==> config.mk <==
export PLATFORM = sky130hd
export DESIGN_NAME = ifu_dbpu
export DESIGN_NICKNAME = d
export VERILOG_FILES = /design/src/rtl/ifu_dbpu.sv
export SDC_FILE = /design/constraint.sdc
export NUM_CORES = 1
export LEC_CHECK = 0
export BUFFER_PORTS_ARGS = -buffer_cell sky130_fd_sc_hd__buf_2
export CAP_MARGIN = 30
export CORE_MARGIN = 2
export CORE_UTILIZATION = 42
export CTS_BUF_LIST = sky130_fd_sc_hd__clkbuf_2 sky130_fd_sc_hd__clkbuf_4 sky130_fd_sc_hd__clkbuf_8
export DETAILED_ROUTE_END_ITERATION = 6
export PLACE_DENSITY = 0.7
export SETUP_SLACK_MARGIN = 0.4
export SYNTH_ARGS = -nofsm -noshare
export SYNTH_HDL_FRONTEND = slang
export SYNTH_SLANG_ARGS = --single-unit
export TNS_END_PERCENT = 5
==> constraint.sdc <==
create_clock -name clk -period 9 [get_ports clk]
set_clock_uncertainty 0.2 [all_clocks]
set_input_delay 0 -clock clk [delete_from_list [all_inputs] [get_ports clk]]
set_output_delay 0 -clock clk [all_outputs]
set_load 0.05 [all_outputs]
==> src/rtl/ifu_dbpu.sv <==
// ifu_dbpu: decode-stage branch predictor for the IFU.
// Provides a per-instruction taken prediction and the two next-PC adder operands.
// A bimodal BHT (valid bit + 2-bit counter) predicts conditional branches, and
// falls back to backward-taken/forward-not-taken on entries never trained.
// Optional return-address stack: define IFU_DBPU_RAS_EN to enable it. Without it,
// returns through x1 use the register-file value and bpu_flush is ignored.

module ifu_dbpu #(
    parameter int PC_SIZE   = 32,
    parameter int BHT_DEPTH = 64,
    parameter int RAS_DEPTH = 4
) (
    input  logic               clk,
    input  logic               rst_n,
    input  logic [PC_SIZE-1:0] pc,
    input  logic               dec_i_valid,
    input  logic               dec_jal,
    input  logic               dec_jalr,
    input  logic               dec_bxx,
    input  logic [PC_SIZE-1:0] dec_bjp_imm,
    input  logic [4:0]         dec_jalr_rs1idx,
    input  logic [4:0]         dec_rdidx,
    input  logic               dec_ack,
    input  logic [PC_SIZE-1:0] rf2bpu_x1,
    input  logic [PC_SIZE-1:0] rf2bpu_rs1,
    input  logic               upd_valid,
    input  logic [PC_SIZE-1:0] upd_pc,
    input  logic               upd_taken,
    input  logic               bpu_flush,
    output logic               prdt_taken,
    output logic [PC_SIZE-1:0] prdt_pc_add_op1,
    output logic [PC_SIZE-1:0] prdt_pc_add_op2
);

    localparam int IDX_W = $clog2(BHT_DEPTH);

    localparam logic [1:0] CNT_SNT = 2'b00;
    localparam logic [1:0] CNT_WNT = 2'b01;
    localparam logic [1:0] CNT_WT  = 2'b10;
    localparam logic [1:0] CNT_ST  = 2'b11;

    logic [BHT_DEPTH-1:0] bht_vld;
    logic [1:0]           bht_cnt [BHT_DEPTH];
    logic [IDX_W-1:0]     lkp_idx;
    logic [IDX_W-1:0]     upd_idx;
    logic                 bht_pred;

    // Whole-word branch addresses: the low two PC bits never select an entry.
    assign lkp_idx = pc[IDX_W+1:2];
    assign upd_idx = upd_pc[IDX_W+1:2];

    // Only the index bits of upd_pc matter; the rest is deliberately ignored.
    logic unused_upd_pc;
    assign unused_upd_pc = ^upd_pc;

    // BHT training; lookups in the same cycle see the pre-update entry.
    always_ff @(posedge clk) begin
        if (!rst_n) begin
            bht_vld <= '0;
            for (int i = 0; i < BHT_DEPTH; i++) begin
                bht_cnt[i] <= CNT_SNT;
            end
        end else if (upd_valid) begin
            bht_vld[upd_idx] <= 1'b1;
            if (!bht_vld[upd_idx]) begin
                bht_cnt[upd_idx] <= upd_taken ? CNT_WT : CNT_WNT;
            end else if (upd_taken && (bht_cnt[upd_idx] != CNT_ST)) begin
                bht_cnt[upd_idx] <= bht_cnt[upd_idx] + 2'b01;
            end else if (!upd_taken && (bht_cnt[upd_idx] != CNT_SNT)) begin
                bht_cnt[upd_idx] <= bht_cnt[upd_idx] - 2'b01;
            end
        end
    end

    // Untrained entries use the offset sign: backward branches are loops.
    assign bht_pred = bht_vld[lkp_idx] ? bht_cnt[lkp_idx][1] : dec_bjp_imm[PC_SIZE-1];

    logic               ras_hit;
    logic [PC_SIZE-1:0] ras_top;

`ifdef IFU_DBPU_RAS_EN
    localparam int PTR_W = $clog2(RAS_DEPTH);
    localparam int CNT_W = PTR_W + 1;
    localparam logic [CNT_W-1:0] RAS_FULL = CNT_W'(RAS_DEPTH);

    logic [PC_SIZE-1:0] ras_mem [RAS_DEPTH];
    logic [PTR_W-1:0]   ras_ptr;
    logic [PTR_W-1:0]   ras_top_ptr;
    logic [CNT_W-1:0]   ras_cnt;
    logic               dec_fire;
    logic               ras_push;
    logic               ras_pop;
    logic               ras_pop_req;

    // ras_ptr is the next write slot; when full it is also the oldest entry,
    // so a push while full naturally overwrites the oldest return address.
    assign ras_top_ptr = ras_ptr - PTR_W'(1);
    assign ras_top     = ras_mem[ras_top_ptr];
    assign dec_fire    = dec_i_valid & dec_ack;
    assign ras_pop_req = dec_jalr & (dec_jalr_rs1idx == 5'd1) & (dec_rdidx == 5'd0);
    assign ras_hit     = ras_pop_req & (ras_cnt != '0);
    assign ras_push    = dec_fire & (dec_jal | dec_jalr) & (dec_rdidx == 5'd1);
    assign ras_pop     = dec_fire & ras_hit;

    // RAS pointer and occupancy; flush empties the stack without moving the pointer.
    always_ff @(posedge clk) begin
        if (!rst_n) begin
            ras_ptr <= '0;
            ras_cnt <= '0;
        end else if (bpu_flush) begin
            ras_cnt <= '0;
        end else if (ras_push && ras_pop) begin
            ras_ptr <= ras_ptr;
        end else if (ras_push) begin
            ras_ptr <= ras_ptr + PTR_W'(1);
            if (ras_cnt != RAS_FULL) begin
                ras_cnt <= ras_cnt + CNT_W'(1);
            end
        end else if (ras_pop) begin
            ras_ptr <= ras_top_ptr;
            ras_cnt <= ras_cnt - CNT_W'(1);
        end
    end

    // RAS storage; a combined push/pop rewrites the current top in place.
    always_ff @(posedge clk) begin
        if (rst_n && !bpu_flush && ras_push) begin
            ras_mem[(ras_push && ras_pop) ? ras_top_ptr : ras_ptr] <= pc + PC_SIZE'(4);
        end
    end
`else
    assign ras_hit = 1'b0;
    assign ras_top = '0;

    // Stack-related decode inputs have no consumer in this build.
    logic unused_ras_inputs;
    assign unused_ras_inputs = ^{bpu_flush, dec_i_valid, dec_ack, dec_rdidx};
`endif

    // Taken prediction: jumps always, conditional branches from the BHT.
    assign prdt_taken = dec_jal | dec_jalr | (dec_bxx & bht_pred);

    // Next-PC adder operand selection.
    always_comb begin
        prdt_pc_add_op1 = rf2bpu_rs1;
        prdt_pc_add_op2 = dec_bjp_imm;
        if (dec_bxx || dec_jal) begin
            prdt_pc_add_op1 = pc;
        end else if (dec_jalr) begin
            if (dec_jalr_rs1idx == 5'd0) begin
                prdt_pc_add_op1 = '0;
            end else if (ras_hit) begin
                prdt_pc_add_op1 = ras_top;
                prdt_pc_add_op2 = '0;
            end else if (dec_jalr_rs1idx == 5'd1) begin
                prdt_pc_add_op1 = rf2bpu_x1;
            end
        end
    end

endmodule
== After elaboration in Yosys (flattened, before gate mapping) ==
Memory sizes are Yosys's and may differ from the RTL's.
Index checks and enable logic that the tools add are counted.
Widths: inputs -> output; s select.
Word-level totals
  bits in registers: 64
  RAM bits: 128
  input port bits: 180
  memories kept: 1
Memory list
  bht_cnt: depth 64, width 2, rd ports 2, clocked after Yosys merged registers in 0, write ports 64, RTL line 43  | logic [1:0] bht_cnt [BHT_DEPTH];
Cells by class
  add/sub/neg operators: 2
  $lt $le $gt $ge: 3
  eq/ne operators: 2
  muxes and demuxes: 33
  bitwise gates (word level): 6
  reduce and logical (&&, ||, !) cells: 8
Operator list (count)
  $mux 32: 4
  $or 64x64->64: 1
  $mux 1: 21
  $lt 6x7->1 const B: 2
  $bmux 1 s6: 2
  $mux 2: 4
  $demux 1 s6: 1
  $ge 6x1->1 const B: 1
  $mux 6: 1
  $eq 5x1->1 const B: 1
  $logic_not 5->1: 1
  $or 1x1->1: 4
  $logic_and 1x1->1: 3
  $add 2x1->2 const B: 1
  $ne 2x2->1 const B: 1
  $reduce_bool 2->1: 1
  $reduce_or 2->1: 1
  $sub 2x1->2 const B: 1
  $and 1x1->1: 1
  $logic_not 1->1: 1
  $logic_or 1x1->1: 1

== Logic depth before layout (Yosys ltp) ==
An unclocked memory read counts as a cell.
  word-level depth: 12
  mapped depth: 20
  gate-level depth less buffers: 13

== Worst setup path before layout ==
OpenSTA, ideal clock, no wires.
  kind: input port to flip-flop
  start point: input upd_pc[2]
  end point: memory bht_cnt[14][0] (enable)
  arrival time: 3304 ps
  required time: 8473 ps
  slack: 5168 ps
  cell stages on the path: 16
  path buffers: 6
  path through: buf_6 -> buf_6 -> buf_2 -> buf_2 -> clkbuf_1 -> mux4_2 -> mux2i_1 -> o22ai_1 -> nor2_1 -> nand3_1 -> ha_1 -> mux2_2 -> o31ai_4 -> nand3_1 -> buf_1 -> o21ai_0
RTL lines
  start: declaration: RTL line 27  | input logic [PC_SIZE-1:0] upd_pc,
  end: declaration: RTL line 43

==> run metrics <==
status=completed; Placed Area=0.0120 mm²; Relative slew margins=approximately a third; Finished Layout Cells=1513; Die Ht=approximately 170 µm; Routed Wire Length=approximately 36 mm; register area=0.00512 mm²; hpwl dp=23.3 mm; hold path depth=4; Pleak=4.51 nW; CTS tree=built; compound-gate portion of the synthesized area=15.6%; footprint of the multi-input gates=~0.0054 mm²; initial antenna violation count=3; worst endpoint required time=8.96 ns; Initial Utilization=42.5%; post-synthesis sequential area ratio=between 40 and 50%; clk root buf=clkbuf_8; max_cap viols=0; Placed Instances=~1400; post-layout util=a little under half; CP Launch Type=primary input; Worst-Margin Slew=1.01 ns; HP Start=upd_pc[7]; post-synthesis simple-gate area fraction=17.4%; crit path max-delay cell type=nand3_1; CTS buffer count=17; ys flop type=edfxtp_1; row count=60; total grt overflow=0; Area growth syn-to-layout=11.5%; post-synthesis cell area=between 0.01 and 0.015 mm²; initial drt markers=1035; GR Util met3=5.80%; final worst path period share=~54%; CP Data Arrival Time=approximately 4.8 ns; clock tree sinks=192; final hold viol count=0; layout cells sized above 1=29.1%; crit-path cells=buf_2 > buf_4 > nor2_1 > a211oi_1 > o22a_1 > o221ai_1 > nor4_4 > inv_1 > ha_1 > mux2_2 > o31ai_4 > nand3_1 > buf_4 > o21ai_0; Post-Syn Area per Cell=10.5 µm²; Die X=~170 µm; vias in the first global route=about 9000; GRT Total Usage=about a quarter; CP Capture Type=register; cell count after synthesis=1089; EDFF count, synth=128; met1 Use GR=between 20% and 30%; critical path type=primary input to register; GR met2 Demand/Resource=42.2%; clk buf depth=2; FILL cells=around 2400; Async SR Flop Fraction=0%; DRC violation count after routing=0; crit-path max cell delay=approximately 0.7 ns; CTS H-Tree Depth=4; cell mode on critical path=buf_4; Pre-Repair DR Iteration Count=6; Routability Congestion=slightly below 0.9; Clk pin slew, worst setup/hold paths=~0.1 ns; worst reg-to-reg path cell count=12; Clk Latency, worst-skew pair=0.49 ns; unrepaired setup endpoints after global routing=no; pin count of the biggest net entering global routing=between 70 and 80; type of the worst min-delay path=primary input to register; r2r endpoint=bht_cnt[30][0]; Synth Area in XOR/XNOR=0%; Max FO, Critical Path=44; Vias=9467; post-synthesis mux area share=14.4%; FF+latch count, synth=192; first-pass GRT wire length=around 54 mm; Max Fclk=between 200 and 250 MHz; Top-Level Pins=245; Hold EP=bht_vld[63]; largest family of logic cells by synthesized area=simple AND/OR/NAND/NOR gates; FF-to-FF Start=bht_cnt[26][0]; synth unique cells=65; vias per inst=6.26; core box area=0.0268 mm²; setup TNS=0 ns; nets=1340; drt wl/cell=~24 µm; PortBufs=148; GR peak layer=met2; synth warn=0; Design Area, Final=0.0127 mm²; R2R Setup Slk=between 4 and 5 ns; final slew viol count=0; post-synthesis adder-cell area fraction=0.220%; PD cells=152 mW/mm²; antenna-violating nets left=0; Final min period=4.86 ns; Syn Nets=1271; post-CTS setup buffer count=0; setup violators final=0; DIE AREA=roughly 0.028 mm²; VDD IR max=90.3 µV
## layout make-up
type | instances | area share (%)
flip-flops and latches | 192 | 40.4
clock inverters | 13 | 1.27
repair buffers | 206 | 10.2
clock buffers | 18 | 1.90
multi-input cells | 734 | 42.7
well taps | 341 | 3.36
diodes | 2 | 0.0394
inverters | 7 | 0.207
## worst max-delay path, delay by kind of cell
kind / cells / cell delay [ns]
buffers and inverters: 4 / 1.50
adder cells (fa/ha/maj): 1 / 0.22
AND/OR/NAND/NOR: 3 / 1.47
AO/OA/AOI/OAI: 5 / 1.25
multiplexers: 1 / 0.31
## what timing repair did
action / 4_1_cts / 5_1_grt
resized for setup: 0 / 0
hold buffers: 32 / 0
hold endpoints to repair: 109 / 0
## Yosys cell counts (6+ instances only)
cell      count  area share, %
a21oi_1      39            1.7
nand2_1     117            3.9
edfxtp_1    128             34
mux4_2       47            9.3
o21ai_0     168            7.4
mux2_2       10           0.99
buf_1        11           0.36
dfxtp_1      64             11
clkbuf_1     81            2.7
buf_2        17           0.75
a22oi_1      12           0.79
nor2_1       14           0.46
a221oi_1     21            1.6
nor4_1        6           0.33
mux2i_1      43            3.8
nor2b_1      11           0.60
nor4_2       12            1.3
buf_4        37            2.4
buf_6        10           0.99
and3_1       37            2.0
o22ai_1       8           0.44
nand3_1      12           0.53
nor3_1       64            2.8
nor3_2       48            4.2
## routing by layer
metal,up-vias,wire [µm]
li1,4225,-
met1,4598,13300
met2,557,17800
met3,87,3170
met4,0,1400
met5,-,0
## state kept, by name (all words and copies together) (netlist names)
signal,count
bht_cnt,128
bht_vld,64
## cells in the final DEF (no fill, tap or decap), types with 39 or more instances in the layout
| master | synthesis | final |
|---|---|---|
| mux4_2 | 47 | 47 |
| edfxtp_1 | 128 | 128 |
| mux2i_1 | 43 | 43 |
| nor3_1 | 64 | 64 |
| nor3_2 | 48 | 48 |
| a21oi_1 | 39 | 39 |
| o21ai_0 | 168 | 168 |
| dfxtp_1 | 64 | 64 |
| buf_2 | 17 | 147 |
| nand2_1 | 117 | 117 |
## how the worst max path moves through the flow
stage	from	to	slack, ns	cells past startpoint
6_report	upd_pc[2]	bht_cnt[30][0]	4.14	14
3_3_place_gp	upd_pc[2]	bht_cnt[39][0]	3.90	13
3_5_place_dp	upd_pc[2]	bht_cnt[23][0]	3.72	13
4_1_cts	upd_pc[2]	bht_cnt[23][1]	4.22	13
5_1_grt	upd_pc[2]	bht_cnt[45][1]	3.97	13
2_1_floorplan	upd_pc[2]	bht_cnt[14][0]	5.17	16
## cell families (layout without fill, tap and decap cells)
kind of cell    Yosys count  count (layout)
compound gates          291             291
other cells               0               2
buf+inv                 163             244
flops                   192             192
fa+ha+maj                 2               2
simple gates            338             338
mux                     103             103
## power breakdown
part	switching [mW]	internal [mW]	leakage (nW)
Combinational	0.251	0.106	2.45
Sequential	0.0109	0.959	1.85
Clock	0.322	0.278	0.207
Total	0.583	1.34	4.51
## metrics by stage
stage / power (mW) / setup WS [ns] / hold WS [ns]
detailed placement: 1.30 / 3.72 / -0.200
finish: 1.93 / 4.14 / 0.0456
global route: 1.98 / 3.97 / 0.0681
global placement: 1.29 / 3.90 / -0.200
CTS: 1.92 / 4.22 / 0.0327
floorplan: 1.24 / 5.17 / -0.0329
No activity file was read; power rests on OpenSTA's default activity.
